### src/rtl/fpga_send_if.sv
// Bus bundle between the fabric/Pi side and the fpga_send transmitter.
interface fpga_send_if;
    logic [7:0] in_data;
    logic       in_valid;
    logic       in_ready;
    logic       send;
    logic [7:0] gpio_out;
    logic       gpio_strobe;
    logic       pi_ack;
    logic       busy;
    logic [5:0] LED;

    // Fabric and Pi side: drives payload, send request and acknowledge
    modport master (
        output in_data, in_valid, send, pi_ack,
        input  in_ready, gpio_out, gpio_strobe, busy, LED
    );

    // Transmitter side
    modport slave (
        input  in_data, in_valid, send, pi_ack,
        output in_ready, gpio_out, gpio_strobe, busy, LED
    );
endinterface

### src/rtl/fpga_send.sv
// FPGA-to-Pi byte transmitter: FIFO-buffered payload sent as a framed burst
// (sync, length, payload, checksum) paced by a strobe/ack handshake.
module fpga_send #(
    parameter int unsigned DEPTH     = 16,     // power of two, 2..128
    parameter logic [7:0]  SYNC_BYTE = 8'hA5
) (
    input  logic        pi_clk,
    input  logic        rst,
    fpga_send_if.slave  bus
);
    localparam int unsigned AW = $clog2(DEPTH);
    localparam int unsigned CW = AW + 1;

    typedef enum logic [2:0] {
        S_IDLE,
        S_SYNC,
        S_LEN,
        S_DATA,
        S_CSUM
    } state_t;

    state_t        r_state, w_state_nxt;
    logic [7:0]    r_mem [DEPTH];
    logic [AW-1:0] r_wr_ptr, w_wr_ptr_nxt;
    logic [AW-1:0] r_rd_ptr, w_rd_ptr_nxt;
    logic [CW-1:0] r_count, w_count_nxt;
    logic [CW-1:0] r_len, w_len_nxt;
    logic [CW-1:0] r_rem, w_rem_nxt;
    logic [7:0]    r_csum, w_csum_nxt;
    logic [7:0]    r_gpio_out, w_gpio_out_nxt;
    logic          r_strobe, w_strobe_nxt;
    logic          r_busy, w_busy_nxt;
    logic          r_in_ready, w_in_ready_nxt;
    logic [5:0]    r_led, w_led_nxt;

    logic          w_wr_en;
    logic          w_xfer;
    logic          w_pop;
    logic [7:0]    w_head;

    assign w_wr_en = bus.in_valid && r_in_ready;
    assign w_xfer  = r_strobe && bus.pi_ack;
    assign w_head  = r_mem[r_rd_ptr];

    // FIFO storage; contents are don't-care once pointers are reset
    always_ff @(posedge pi_clk) begin
        if (w_wr_en) begin
            r_mem[r_wr_ptr] <= bus.in_data;
        end
    end

    // State and registered outputs
    always_ff @(posedge pi_clk) begin
        if (rst) begin
            r_state    <= S_IDLE;
            r_wr_ptr   <= '0;
            r_rd_ptr   <= '0;
            r_count    <= '0;
            r_len      <= '0;
            r_rem      <= '0;
            r_csum     <= '0;
            r_gpio_out <= '0;
            r_strobe   <= 1'b0;
            r_busy     <= 1'b0;
            r_in_ready <= 1'b1;
            r_led      <= '0;
        end else begin
            r_state    <= w_state_nxt;
            r_wr_ptr   <= w_wr_ptr_nxt;
            r_rd_ptr   <= w_rd_ptr_nxt;
            r_count    <= w_count_nxt;
            r_len      <= w_len_nxt;
            r_rem      <= w_rem_nxt;
            r_csum     <= w_csum_nxt;
            r_gpio_out <= w_gpio_out_nxt;
            r_strobe   <= w_strobe_nxt;
            r_busy     <= w_busy_nxt;
            r_in_ready <= w_in_ready_nxt;
            r_led      <= w_led_nxt;
        end
    end

    // Next-state, FIFO bookkeeping and next output values
    always_comb begin
        w_state_nxt    = r_state;
        w_wr_ptr_nxt   = r_wr_ptr;
        w_rd_ptr_nxt   = r_rd_ptr;
        w_count_nxt    = r_count;
        w_len_nxt      = r_len;
        w_rem_nxt      = r_rem;
        w_csum_nxt     = r_csum;
        w_gpio_out_nxt = r_gpio_out;
        w_strobe_nxt   = r_strobe;
        w_busy_nxt     = r_busy;
        w_led_nxt      = r_led;
        w_pop          = 1'b0;

        if (w_wr_en) begin
            w_wr_ptr_nxt = r_wr_ptr + AW'(1);
        end

        case (r_state)
            S_IDLE: begin
                if (bus.send) begin
                    // a byte written on the same edge belongs to this frame
                    w_state_nxt    = S_SYNC;
                    w_len_nxt      = r_count + CW'(w_wr_en);
                    w_gpio_out_nxt = SYNC_BYTE;
                    w_strobe_nxt   = 1'b1;
                    w_busy_nxt     = 1'b1;
                end
            end
            S_SYNC: begin
                if (w_xfer) begin
                    w_state_nxt    = S_LEN;
                    w_gpio_out_nxt = 8'(r_len);
                    w_csum_nxt     = 8'(r_len);
                end
            end
            S_LEN: begin
                if (w_xfer) begin
                    if (r_len != '0) begin
                        w_state_nxt    = S_DATA;
                        w_gpio_out_nxt = w_head;
                        w_csum_nxt     = r_csum + w_head;
                        w_rem_nxt      = r_len - CW'(1);
                        w_pop          = 1'b1;
                    end else begin
                        w_state_nxt    = S_CSUM;
                        w_gpio_out_nxt = r_csum;
                    end
                end
            end
            S_DATA: begin
                // r_rem counts payload bytes still to present after this one
                if (w_xfer) begin
                    if (r_rem != '0) begin
                        w_gpio_out_nxt = w_head;
                        w_csum_nxt     = r_csum + w_head;
                        w_rem_nxt      = r_rem - CW'(1);
                        w_pop          = 1'b1;
                    end else begin
                        w_state_nxt    = S_CSUM;
                        w_gpio_out_nxt = r_csum;
                    end
                end
            end
            S_CSUM: begin
                if (w_xfer) begin
                    w_state_nxt  = S_IDLE;
                    w_strobe_nxt = 1'b0;
                    w_busy_nxt   = 1'b0;
                end
            end
            default: begin
                w_state_nxt  = S_IDLE;
                w_strobe_nxt = 1'b0;
                w_busy_nxt   = 1'b0;
            end
        endcase

        if (w_pop) begin
            w_rd_ptr_nxt = r_rd_ptr + AW'(1);
        end

        w_count_nxt = r_count + CW'(w_wr_en) - CW'(w_pop);

        if (w_xfer) begin
            w_led_nxt = r_gpio_out[5:0];
        end

        w_in_ready_nxt = (w_state_nxt == S_IDLE) && (w_count_nxt < CW'(DEPTH));
    end

    assign bus.gpio_out    = r_gpio_out;
    assign bus.gpio_strobe = r_strobe;
    assign bus.busy        = r_busy;
    assign bus.in_ready    = r_in_ready;
    assign bus.LED         = r_led;

endmodule

### src/flat_wrapper.sv
// flat-port wrapper written by rule: the top's interface ports become plain ports
module fpga_send_flat 
#(
    parameter int unsigned DEPTH     = 16,                            
    parameter logic [7:0]  SYNC_BYTE = 8'hA5
)
  (pi_clk, rst, bus_in_data, bus_in_valid, bus_send, bus_pi_ack, bus_in_ready, bus_gpio_out, bus_gpio_strobe, bus_busy, bus_LED);
  fpga_send_if bus_i ();
  input  logic pi_clk;
  input  logic rst;
  input wire logic [$bits(bus_i.in_data)-1:0] bus_in_data;
  input wire logic [$bits(bus_i.in_valid)-1:0] bus_in_valid;
  input wire logic [$bits(bus_i.send)-1:0] bus_send;
  input wire logic [$bits(bus_i.pi_ack)-1:0] bus_pi_ack;
  output wire logic [$bits(bus_i.in_ready)-1:0] bus_in_ready;
  output wire logic [$bits(bus_i.gpio_out)-1:0] bus_gpio_out;
  output wire logic [$bits(bus_i.gpio_strobe)-1:0] bus_gpio_strobe;
  output wire logic [$bits(bus_i.busy)-1:0] bus_busy;
  output wire logic [$bits(bus_i.LED)-1:0] bus_LED;
  assign bus_i.in_data = bus_in_data;
  assign bus_i.in_valid = bus_in_valid;
  assign bus_i.send = bus_send;
  assign bus_i.pi_ack = bus_pi_ack;
  assign bus_in_ready = bus_i.in_ready;
  assign bus_gpio_out = bus_i.gpio_out;
  assign bus_gpio_strobe = bus_i.gpio_strobe;
  assign bus_busy = bus_i.busy;
  assign bus_LED = bus_i.LED;
  fpga_send #(.DEPTH(DEPTH), .SYNC_BYTE(SYNC_BYTE)) u_core (.pi_clk(pi_clk), .rst(rst), .bus(bus_i));
endmodule
### config.mk
export PLATFORM = sky130hd
export DESIGN_NAME = fpga_send_flat
export DESIGN_NICKNAME = d
export VERILOG_FILES = /design/src/rtl/fpga_send_if.sv /design/src/rtl/fpga_send.sv /design/src/flat_wrapper.sv
export SDC_FILE = /design/constraint.sdc
export NUM_CORES = 1
export LEC_CHECK = 0
export ABC_AREA = 0
export BUFFER_PORTS_ARGS = -buffer_cell sky130_fd_sc_hd__buf_4
export CORE_MARGIN = 2
export CORE_UTILIZATION = 55
export CTS_CLUSTER_SIZE = 20
export DETAILED_ROUTE_END_ITERATION = 10
export GPL_TIMING_DRIVEN = 0
export HOLD_SLACK_MARGIN = 0.05
export PLACE_DENSITY_LB_ADDON = 0.05
export SLEW_MARGIN = 15
export SYNTH_ARGS = -nofsm -noshare
export SYNTH_HDL_FRONTEND = slang
export SYNTH_SLANG_ARGS = --single-unit
### constraint.sdc
create_clock -name pi_clk -period 2.8 [get_ports pi_clk]
set_input_delay 0.56 -clock pi_clk [delete_from_list [all_inputs] [get_ports pi_clk]]
set_output_delay 0.56 -clock pi_clk [all_outputs]
set_load 0.03 [all_outputs]
==> summary.md, run 1 <==
| Metric | Value |
|---|---|
| Status | `complete, but fails checks` |
| Failing checks | `negative setup slack` |
| Seq/Total Area, Yosys | `64.1%` |
| Unrepaired setup endpoints after global routing | `true` |
| Hold Crit Class | `in -> reg` |
| # rows | `43` |
| Fraction of synthesized cell area taken by the top area cell type | `50.0%` |
| Pwr/cell area | `616 nW/um^2` |
| CP cell instances | `buf_12 > buf_12 > mux4_2 > mux4_2 > ha_4 > inv_2 > fa_2 > nor2b_4 > o21a_1 > o21a_1 > o21a_1 > o21ai_1 > o311ai_1` |
| Remaining DRCs | `0` |
| DIE HEIGHT | `122 um` |
| Synthesized instance count | `539` |
| Setup WS post-layout | `-0.445 ns` |
| CP startpoint kind | `flip-flop` |
| Vias per std cell | `5.92` |
| Post-route ant nets | `0` |
| Detailed placement HPWL | `10.9 mm` |
| Max-cap violations | `0` |
| Post-synth EDFFs | `128` |
| Core Util, Final | `66.9%` |
| Crit path max fanout | `7` |
| Tcrit/Tclk final | `116%` |
| Synth area leaders | `edfxtp_1 50%, dfxtp_1 14%, mux4_2 9.1%, nor2_1 2.8%, ha_1 2.8%` |
| Flops & latches, synth | `182` |
| Clock Skew | `0.0119 ns` |
| Primary FF master, synth | `edfxtp_1` |
| Met3 Routed Length | `645 um` |
| DP Worst Slack | `-0.691 ns` |
| Slew HR | `39.5%` |
| Core Area | `13800 um^2` |
| Share of cells above drive strength 1 | `28.8%` |
| Leak | `3.12 nW` |
| RR Endpoint | `u_core.r_csum[6]$_SDFFE_PP0P_` |
| First-pass DRT Iterations | `7` |
| Cells on worst reg2reg path | `13` |
| TritonCTS clock tree | `yes` |
| Slowest CP cell | `mux4_2` |
| Crit path top cell by count | `o21a_1` |
| CTS root buf | `clkbuf_16` |
| Hold Violations, Final | `0` |
| Routability congestion estimate | `0.830` |
| CTS clk-pin slew, worst paths | `0.07 ns` |
| Yosys warning total | `0` |
| Filler cell count in the final layout | `1000` |
| CTS Hold Bufs | `0` |
| Die Footprint | `14900 um^2` |
| Fmax | `308 MHz` |
| Post-Route WL | `16.3 mm` |
| P&R area growth vs syn | `19.9%` |
| Tot Pwr | `5.68 mW` |
| Worst Hold Path EP | `u_core.r_mem[14][7]$_DFFE_PP_` |
| Via Count | `4757` |
| Slowest stage delay, CP | `0.55 ns` |
| Synth unique cells | `52` |
| Slew @ Worst Pin | `0.901 ns` |
| Starting density of the core | `55.8%` |
| Synthesized net count | `570` |
| First-pass GRT wire length | `25.5 mm` |
| Synth async-reset ratio | `0%` |
| Die span in x | `122 um` |
| Mean Syn Cell Area | `14.3 um^2` |
| Mapped cell area | `7690 um^2` |
| Wire length on met2 | `8.22 mm` |
| Initial antenna violation count | `0` |
| M1 wire length | `6.98 mm` |
| Total track usage | `23.3%` |
| Largest area contributor in the netlist | `edfxtp_1` |
| Ant diodes | `0` |
| Most frequent cells in the layout | `128 x edfxtp_1, 56 x nor2_1, 52 x buf_4` |
| Setup TNS | `-1.33 ns` |
| Vias in the first global route | `4679` |
| # setup viols final | `5` |
| Largest net degree at the start of global routing | `17` |
| Hold path startpoint | `bus_in_data[7]` |
| Commonest non-fill, non-tap cell in the layout | `edfxtp_1` |
| Wire per inst | `20.3 um` |
| Worst IR Drop VDD | `0.476 mV` |
| Max Slew Vio Count | `0` |
| Total CTS buffers | `17` |
| DR top layer | `met4` |
| Arr. time, crit path | `3.55 ns` |
| CTS max path bufs | `2` |
| Io pins | `30` |
| Clock latency on the worst-skew pair | `0.43 ns` |
| Initial DRC count | `424` |
| Total global routing overflow | `0` |
| CTS sink count | `182` |
| Hold Path Stages | `1` |
| Flop-to-flop setup slack | `-0.44 ns` |
| IO buf count | `28` |
| WS Path Type | `reg -> reg` |
| Worst setup EP type | `flip-flop` |
| Worst path required time | `3.11 ns` |
| Post-layout min period | `3.24 ns` |
| Final Net Count | `642` |
| Number of H-tree levels | `4` |
-- logic make-up after synthesis --
logic type      Yosys count  share of synthesized area (%)
mux                      52                           12.9
flops                   182                           64.1
buf+inv                  40                           2.59
xor+xnor                 15                           1.71
fa+ha+maj                18                           3.03
simple gates            150                           8.71
compound gates           82                           7.00
-- registers in the layout (all words and copies together), names as in the netlist, 3 cells and up, named ones only --
register             count
u_core.bus.LED           6
u_core.bus.gpio_out      8
u_core.r_count           5
u_core.r_csum            8
u_core.r_len             5
u_core.r_mem           128
u_core.r_rd_ptr          4
u_core.r_rem             5
u_core.r_state           3
u_core.r_wr_ptr          4
-- synth_stat cells (all sizes together), types with 2 or more instances --
master / number
nor2: 57
nor4: 2
a31oi: 2
a221oi: 5
inv: 11
buf: 18
a222oi: 4
dfxtp: 54
nand3b: 2
clkbuf: 11
mux4: 36
mux2i: 14
edfxtp: 128
nor3: 19
nand2b: 4
o211ai: 2
o21ai: 11
a211oi: 14
mux2: 2
nand4: 2
xnor2: 7
nand2: 41
o21a: 5
and3: 3
nand3: 6
nor2b: 5
xor2: 8
a21oi: 29
ha: 17
and2: 4
-- layout make-up --
cell class              count  area, um^2  share of cell area (%)
plain buffers              29         238                    2.58
well taps                 180         225                    2.44
multi-input cells         317        2740                    29.7
clock inverters            14         148                    1.60
inverters                  11        46.3                   0.502
flip-flops and latches    182        4940                    53.6
clock buffers              18         429                    4.66
repair buffers             53         455                    4.94
-- where the power goes --
group | internal, mW | switching, mW
Sequential | 2.93 | 0.0358
Clock | 1.32 | 1.02
Combinational | 0.154 | 0.224
-- how the worst max path moves through the flow --
stage,cells after the start,to,startpoint,slack [ns]
floorplan,13,u_core.r_csum[7]$_SDFFE_PP0P_,flip-flop,-0.09
global placement,12,u_core.r_csum[7]$_SDFFE_PP0P_,flip-flop,-0.72
detailed placement,12,u_core.r_csum[7]$_SDFFE_PP0P_,flip-flop,-0.69
CTS,11,u_core.r_csum[7]$_SDFFE_PP0P_,flip-flop,-0.40
global route,12,u_core.r_csum[6]$_SDFFE_PP0P_,flip-flop,-0.53
finish,13,u_core.r_csum[6]$_SDFFE_PP0P_,flip-flop,-0.44
-- layer usage --
layer / track usage, % / vias to the layer above
met3: 5.11 / 28
met4: 9.34 / 0
li1: - / 2199
met5: 0 / -
met1: 30.3 / 2398
met2: 38.3 / 132
-- worst max-delay path, delay by kind of cell (launching register included) --
| family | cells | cell delay (ns) |
|---|---|---|
| muxes | 2 | 1.07 |
| AOI/OAI and AO/OA | 5 | 0.91 |
| adders and majority gates | 2 | 0.43 |
| DFF | 1 | 0.34 |
| buffers and inverters | 3 | 0.33 |
| and+or+nand+nor | 1 | 0.05 |
-- timing repair --
item / 4_1_cts / 5_1_grt
setup endpoints to repair: 8 / 9
resized for setup: 31 / 39
pin swaps: 14 / 20
gates cloned: 2 / 0
setup buffers: 12 / 12
-- through the flow --
stage	hold slack, ns	instances	instance area, um^2
after floorplan	0.449	539	7740
after global placement	0.443	747	8170
after detailed placement	0.449	747	8190
after CTS	0.426	793	9010
after global routing	0.440	804	9220
final	0.428	804	9220
(Power assumes the default switching activity.)
==> run 2, diff against run 1 <==
--- a/config.mk
+++ b/config.mk
@@ -14,6 +14,7 @@
 export GPL_TIMING_DRIVEN = 0
 export HOLD_SLACK_MARGIN = 0.05
 export PLACE_DENSITY_LB_ADDON = 0.05
+export REMOVE_ABC_BUFFERS = 1
 export SLEW_MARGIN = 15
 export SYNTH_ARGS = -nofsm -noshare
 export SYNTH_HDL_FRONTEND = slang
==> summary.md, run 2 (synthesis gave the netlist of run 1 again) <==
| Metric | Value |
|---|---|
| Crit path max fanout | `5` |
| Total global routing overflow | `0` |
| Post-route cell area | `9010 um^2` |
| Hold Violations, Final | `0` |
| WS Path Type | `reg -> reg` |
| Hold Crit Class | `in -> reg` |
| # setup viols final | `4` |
| Total track usage | `22.8%` |
| Io pins | `30` |
| Share of cells above drive strength 1 | `26.4%` |
| Leak | `3.02 nW` |
| Logic pwr share | `6.2%` |
| Unrepaired setup endpoints after global routing | `true` |
| Status | `complete, but fails checks` |
| Clock Skew | `0.0124 ns` |
| Sw Share | `22.5%` |
| Most frequent cells in the layout | `128 x edfxtp_1, 54 x nor2_1, 48 x dfxtp_1` |
| Number of H-tree levels | `4` |
| DP Worst Slack | `-0.917 ns` |
| Post-Route WL | `16.0 mm` |
| Clock latency on the worst-skew pair | `0.43 ns` |
| Worst setup EP type | `flip-flop` |
| Slew HR | `27.3%` |
| DIE HEIGHT | `122 um` |
| Multi-input logic area | `2760 um^2` |
| CTS root buf | `clkbuf_16` |
| Fmax | `324 MHz` |
| Commonest non-fill, non-tap cell in the layout | `edfxtp_1` |
| Final hold slack | `0.437 ns` |
| Initial DRC count | `413` |
| Max Slew Vio Count | `0` |
| Ant diodes | `0` |
| Via Count | `4622` |
| Largest net degree at the start of global routing | `53` |
| Slew @ Worst Pin | `1.08 ns` |
| Die span in x | `122 um` |
| Core Area | `13800 um^2` |
| Max-cap violations | `0` |
| Max reg flops | `128` |
| Internal Power | `4.38 mW` |
| Worst IR Drop VDD | `0.491 mV` |
| Sequential Area | `4940 um^2` |
| Most flop-heavy register | `u_core.r_mem` |
| Vias per std cell | `5.97` |
| CTS Hold Bufs | `0` |
| Post-layout min period | `3.09 ns` |
| P&R area growth vs syn | `17.2%` |
| Final Net Count | `612` |
| Setup TNS | `-0.926 ns` |
| Die Footprint | `14900 um^2` |
| TritonCTS clock tree | `yes` |
| Failing checks | `negative setup slack` |
| First-pass DRT Iterations | `6` |
| # rows | `43` |
| Total CTS buffers | `17` |
| Initial antenna violation count | `0` |
| Psw | `1.27 mW` |
| Worst path required time | `3.11 ns` |
| First-pass GRT wire length | `24.6 mm` |
| Remaining DRCs | `0` |
| Post-Place Cell Area | `8040 um^2` |
| Wire per inst | `20.6 um` |
| Setup WS post-layout | `-0.285 ns` |
| Vias in the first global route | `4556` |
| Reg power frac | `52.4%` |
| Pwr/cell area | `628 nW/um^2` |
| Routability congestion estimate | `0.829` |
| Starting density of the core | `55.8%` |
| Arr. time, crit path | `3.39 ns` |
| Detailed placement HPWL | `9.82 mm` |
| CTS max path bufs | `2` |
| IO buf count | `29` |
| CTS sink count | `182` |
| Clk pwr share | `41.4%` |
| CTS clk-pin slew, worst paths | `0.07 ns` |
| CP startpoint kind | `flip-flop` |
| Post-route ant nets | `0` |
| Tcrit/Tclk final | `110%` |
| Filler cell count in the final layout | `1004` |
| Core Util, Final | `65.4%` |
## run 2: per-layer routing
layer	vias to the layer above	part of all wire, %	global-route usage, %
li1	2142	-	-
met1	2308	41	28.5
met2	152	53	39.3
met3	20	4.7	3.95
met4	0	1.4	9.77
met5	-	0	0
## run 2: final cells by class
type | instances | share of cell area [%]
clock buffers | 18 | 4.76
clock inverters | 14 | 1.68
inverters | 11 | 0.486
multi-input cells | 317 | 30.7
flip-flops and latches | 182 | 54.8
well taps | 180 | 2.50
repair buffers | 52 | 5.08
## run 2: per-stage QoR
stage	power [mW]	std cells
global placement	3.32	719
finish	5.65	774
floorplan	3.21	510
detailed placement	3.34	722
global route	5.83	774
CTS	5.67	770
## run 2: path summary, 6_finish.rpt
kind,start,end,slack (ns),cells past startpoint
setup / recovery,flip-flop,u_core.r_csum[6]$_SDFFE_PP0P_,-0.29,12
setup reg to reg,flip-flop,u_core.r_csum[6]$_SDFFE_PP0P_,-0.29,12
hold / removal,bus_in_data[6],u_core.r_mem[14][6]$_DFFE_PP_,0.44,1
hold reg to reg,u_core.bus.LED[3]$_SDFFE_PP0P_,u_core.bus.LED[3]$_SDFFE_PP0P_,0.46,2
## run 2: critical path, stage by stage (launching register included)
cell and delay [ns]:
dfxtp_4 0.42, buf_4 0.15, mux4_2 0.52, mux4_2 0.52, ha_2 0.21, inv_1 0.07
fa_2 0.21, nor2b_1 0.06, o21a_1 0.19, o21a_1 0.19, o21a_1 0.21, o21ai_2 0.13
o311ai_2 0.11
## run 2: repair_timing
action | CTS | global route
buffers inserted | 15 | 4
pin swaps | 7 | 12
hold endpoints to repair | 0 | 0
endpoints found under the setup margin | 11 | 7
gates resized for setup | 26 | 22
gates cloned | 1 | 0
## run 2: power by group through the flow
stage / sequential, mW / clock [mW] / combinational (mW)
floorplan: 3.03 / 0 / 0.174
global placement: 3.02 / 0 / 0.305
detailed placement: 3.02 / 0 / 0.316
CTS: 2.96 / 2.38 / 0.336
global route: 2.97 / 2.48 / 0.386
finish: 2.96 / 2.34 / 0.351
==> run 3, diff against run 2 <==
--- a/config.mk
+++ b/config.mk
@@ -15,6 +15,7 @@
 export HOLD_SLACK_MARGIN = 0.05
 export PLACE_DENSITY_LB_ADDON = 0.05
 export REMOVE_ABC_BUFFERS = 1
+export SETUP_SLACK_MARGIN = 0.5
 export SLEW_MARGIN = 15
 export SYNTH_ARGS = -nofsm -noshare
 export SYNTH_HDL_FRONTEND = slang
==> summary.md, run 3 (synthesis gave the netlist of run 1 again) <==
| Metric | Value |
|---|---|
| Post-Route WL | `16.6 mm` |
| Starting density of the core | `55.8%` |
| Share of cells above drive strength 1 | `33.5%` |
| CP top delay family | `multiplexers` |
| P&R area growth vs syn | `20.7%` |
| Vias in the first global route | `4665` |
| Total track usage | `23.6%` |
| Commonest non-fill, non-tap cell in the layout | `edfxtp_1` |
| Failing checks | `negative setup slack` |
| CTS max path bufs | `2` |
| Fmax | `320 MHz` |
| Final Net Count | `627` |
| Filler cell count in the final layout | `980` |
| Number of H-tree levels | `4` |
| Hold Crit Class | `in -> reg` |
| Io pins | `30` |
| Tot Pwr | `5.70 mW` |
| Die Footprint | `14900 um^2` |
| Final Non-Filler Cells | `789` |
| Wire per inst | `21.1 um` |
| Vias per std cell | `5.96` |
| Setup WS post-layout | `-0.321 ns` |
| Unrepaired setup endpoints after global routing | `true` |
| Final hold slack | `0.440 ns` |
| # setup viols final | `4` |
| WS Path Type | `reg -> reg` |
| Status | `complete, but fails checks` |
| Most frequent cells in the layout | `128 x edfxtp_1, 59 x buf_4, 53 x nor2_1` |
| IO buf count | `29` |
| Placed cell count | `722` |
| Worst setup EP type | `flip-flop` |
| First-pass GRT wire length | `25.5 mm` |
| Slowest stage delay, CP | `0.57 ns` |
| Leak | `3.12 nW` |
| Slew @ Worst Pin | `0.928 ns` |
| Core Area | `13800 um^2` |
| Clock latency on the worst-skew pair | `0.43 ns` |
| CP startpoint kind | `flip-flop` |
| Post-route ant nets | `0` |
| Worst path required time | `3.09 ns` |
| CTS clk-pin slew, worst paths | `0.07 ns` |
| Crit path max fanout | `6` |
| Die span in x | `122 um` |
| First-pass DRT Iterations | `5` |
| Clock Skew | `0.00883 ns` |
| Worst IR Drop VDD | `0.498 mV` |
| Tcrit/Tclk final | `111%` |
| TritonCTS clock tree | `yes` |
| Slew HR | `37.9%` |
| Total global routing overflow | `0` |
| Total CTS buffers | `17` |
| DIE HEIGHT | `122 um` |
| Max reg flops | `128` |
| CTS root buf | `clkbuf_16` |
| Max-cap violations | `0` |
| Hold Violations, Final | `0` |
| CTS sink count | `182` |
| Buf/Inv on CP | `3` |
| Remaining DRCs | `0` |
| Ant diodes | `0` |
| # rows | `43` |
| Most flop-heavy register | `u_core.r_mem` |
| Initial DRC count | `390` |
| Largest net degree at the start of global routing | `53` |
| Post-layout min period | `3.12 ns` |
| Pwr/cell area | `614 nW/um^2` |
| Via Count | `4706` |
| Slowest CP cell | `mux4_2` |
| CP cell instances | `buf_6 > buf_16 > buf_4 > mux4_2 > mux4_2 > ha_4 > nor2_2 > nor2_2 > o41ai_4 > xor2_1 > mux2i_1 > a21oi_1` |
| Detailed placement HPWL | `9.82 mm` |
| Routability congestion estimate | `0.829` |
| Max Slew Vio Count | `0` |
| Arr. time, crit path | `3.41 ns` |
| Initial antenna violation count | `0` |
-- run 3: cell types whose count changed in the layout (fill, tap and decap cells not counted), moves of 3 or more --
cell      change
dfxtp_1      -10
buf_4        +13
ha_4          +3
a221oi_1      -3
dfxtp_4       +8
-- run 3: cell type report --
type	instances	area, um^2	share of cell area, %
flip-flops and latches	182	4970	53.6
multi-input cells	317	2870	31.0
repair buffers	67	578	6.23
clock buffers	18	429	4.63
well taps	180	225	2.43
clock inverters	14	151	1.63
inverters	11	48.8	0.526
-- run 3: repair_timing --
action | in CTS | in global routing
resized for setup | 61 | 36
setup endpoints to repair | 30 | 15
buffers inserted | 29 | 5
hold buffers | 0 | 0
cloned | 1 | 0
pin swaps | 15 | 25
-- run 3: power breakdown --
part / switching [mW] / internal, mW
registers: 0.0300 / 2.92
clock network: 1.03 / 1.32
logic: 0.237 / 0.161
-- run 3: worst reg2reg max path, cell delays in order, from the launching register on --
cell and delay, ns:
dfxtp_4 0.42, buf_6 0.14, buf_16 0.12, buf_4 0.11, mux4_2 0.50, mux4_2 0.57
ha_4 0.32, nor2_2 0.05, nor2_2 0.16, o41ai_4 0.10, xor2_1 0.21, mux2i_1 0.21
a21oi_1 0.07
-- run 3: stage by stage --
step	utilization, %	instance area, um^2	TNS (ns)	setup slack, ns
after global placement	57.9	7970	-19.60	-1.94
after CTS	65.9	9070	-0.820	-0.294
after floorplan	-	7530	-7.13	-1.11
after detailed placement	58.4	8040	-4.85	-0.917
final	67.4	9280	-1.04	-0.321
after global routing	67.4	9280	-1.48	-0.408
-- run 3: metal layers --
layer	track usage, %	vias to the layer above	wire, um
met4	10.3	0	387
met5	0	-	0
met1	29.4	2372	6710
met2	40.9	140	8830
li1	-	2170	-
met3	3.81	24	690
-- run 3: path summary, 6_finish.rpt --
kind / from / endpoint / slack (ns) / cells after the start
max: flip-flop / u_core.r_csum[7]$_SDFFE_PP0P_ / -0.32 / 12
min: bus_in_data[1] / u_core.r_mem[8][1]$_DFFE_PP_ / 0.44 / 1
min reg2reg: u_core.bus.LED[3]$_SDFFE_PP0P_ / u_core.bus.LED[3]$_SDFFE_PP0P_ / 0.46 / 2
max reg2reg: flip-flop / u_core.r_csum[7]$_SDFFE_PP0P_ / -0.32 / 12
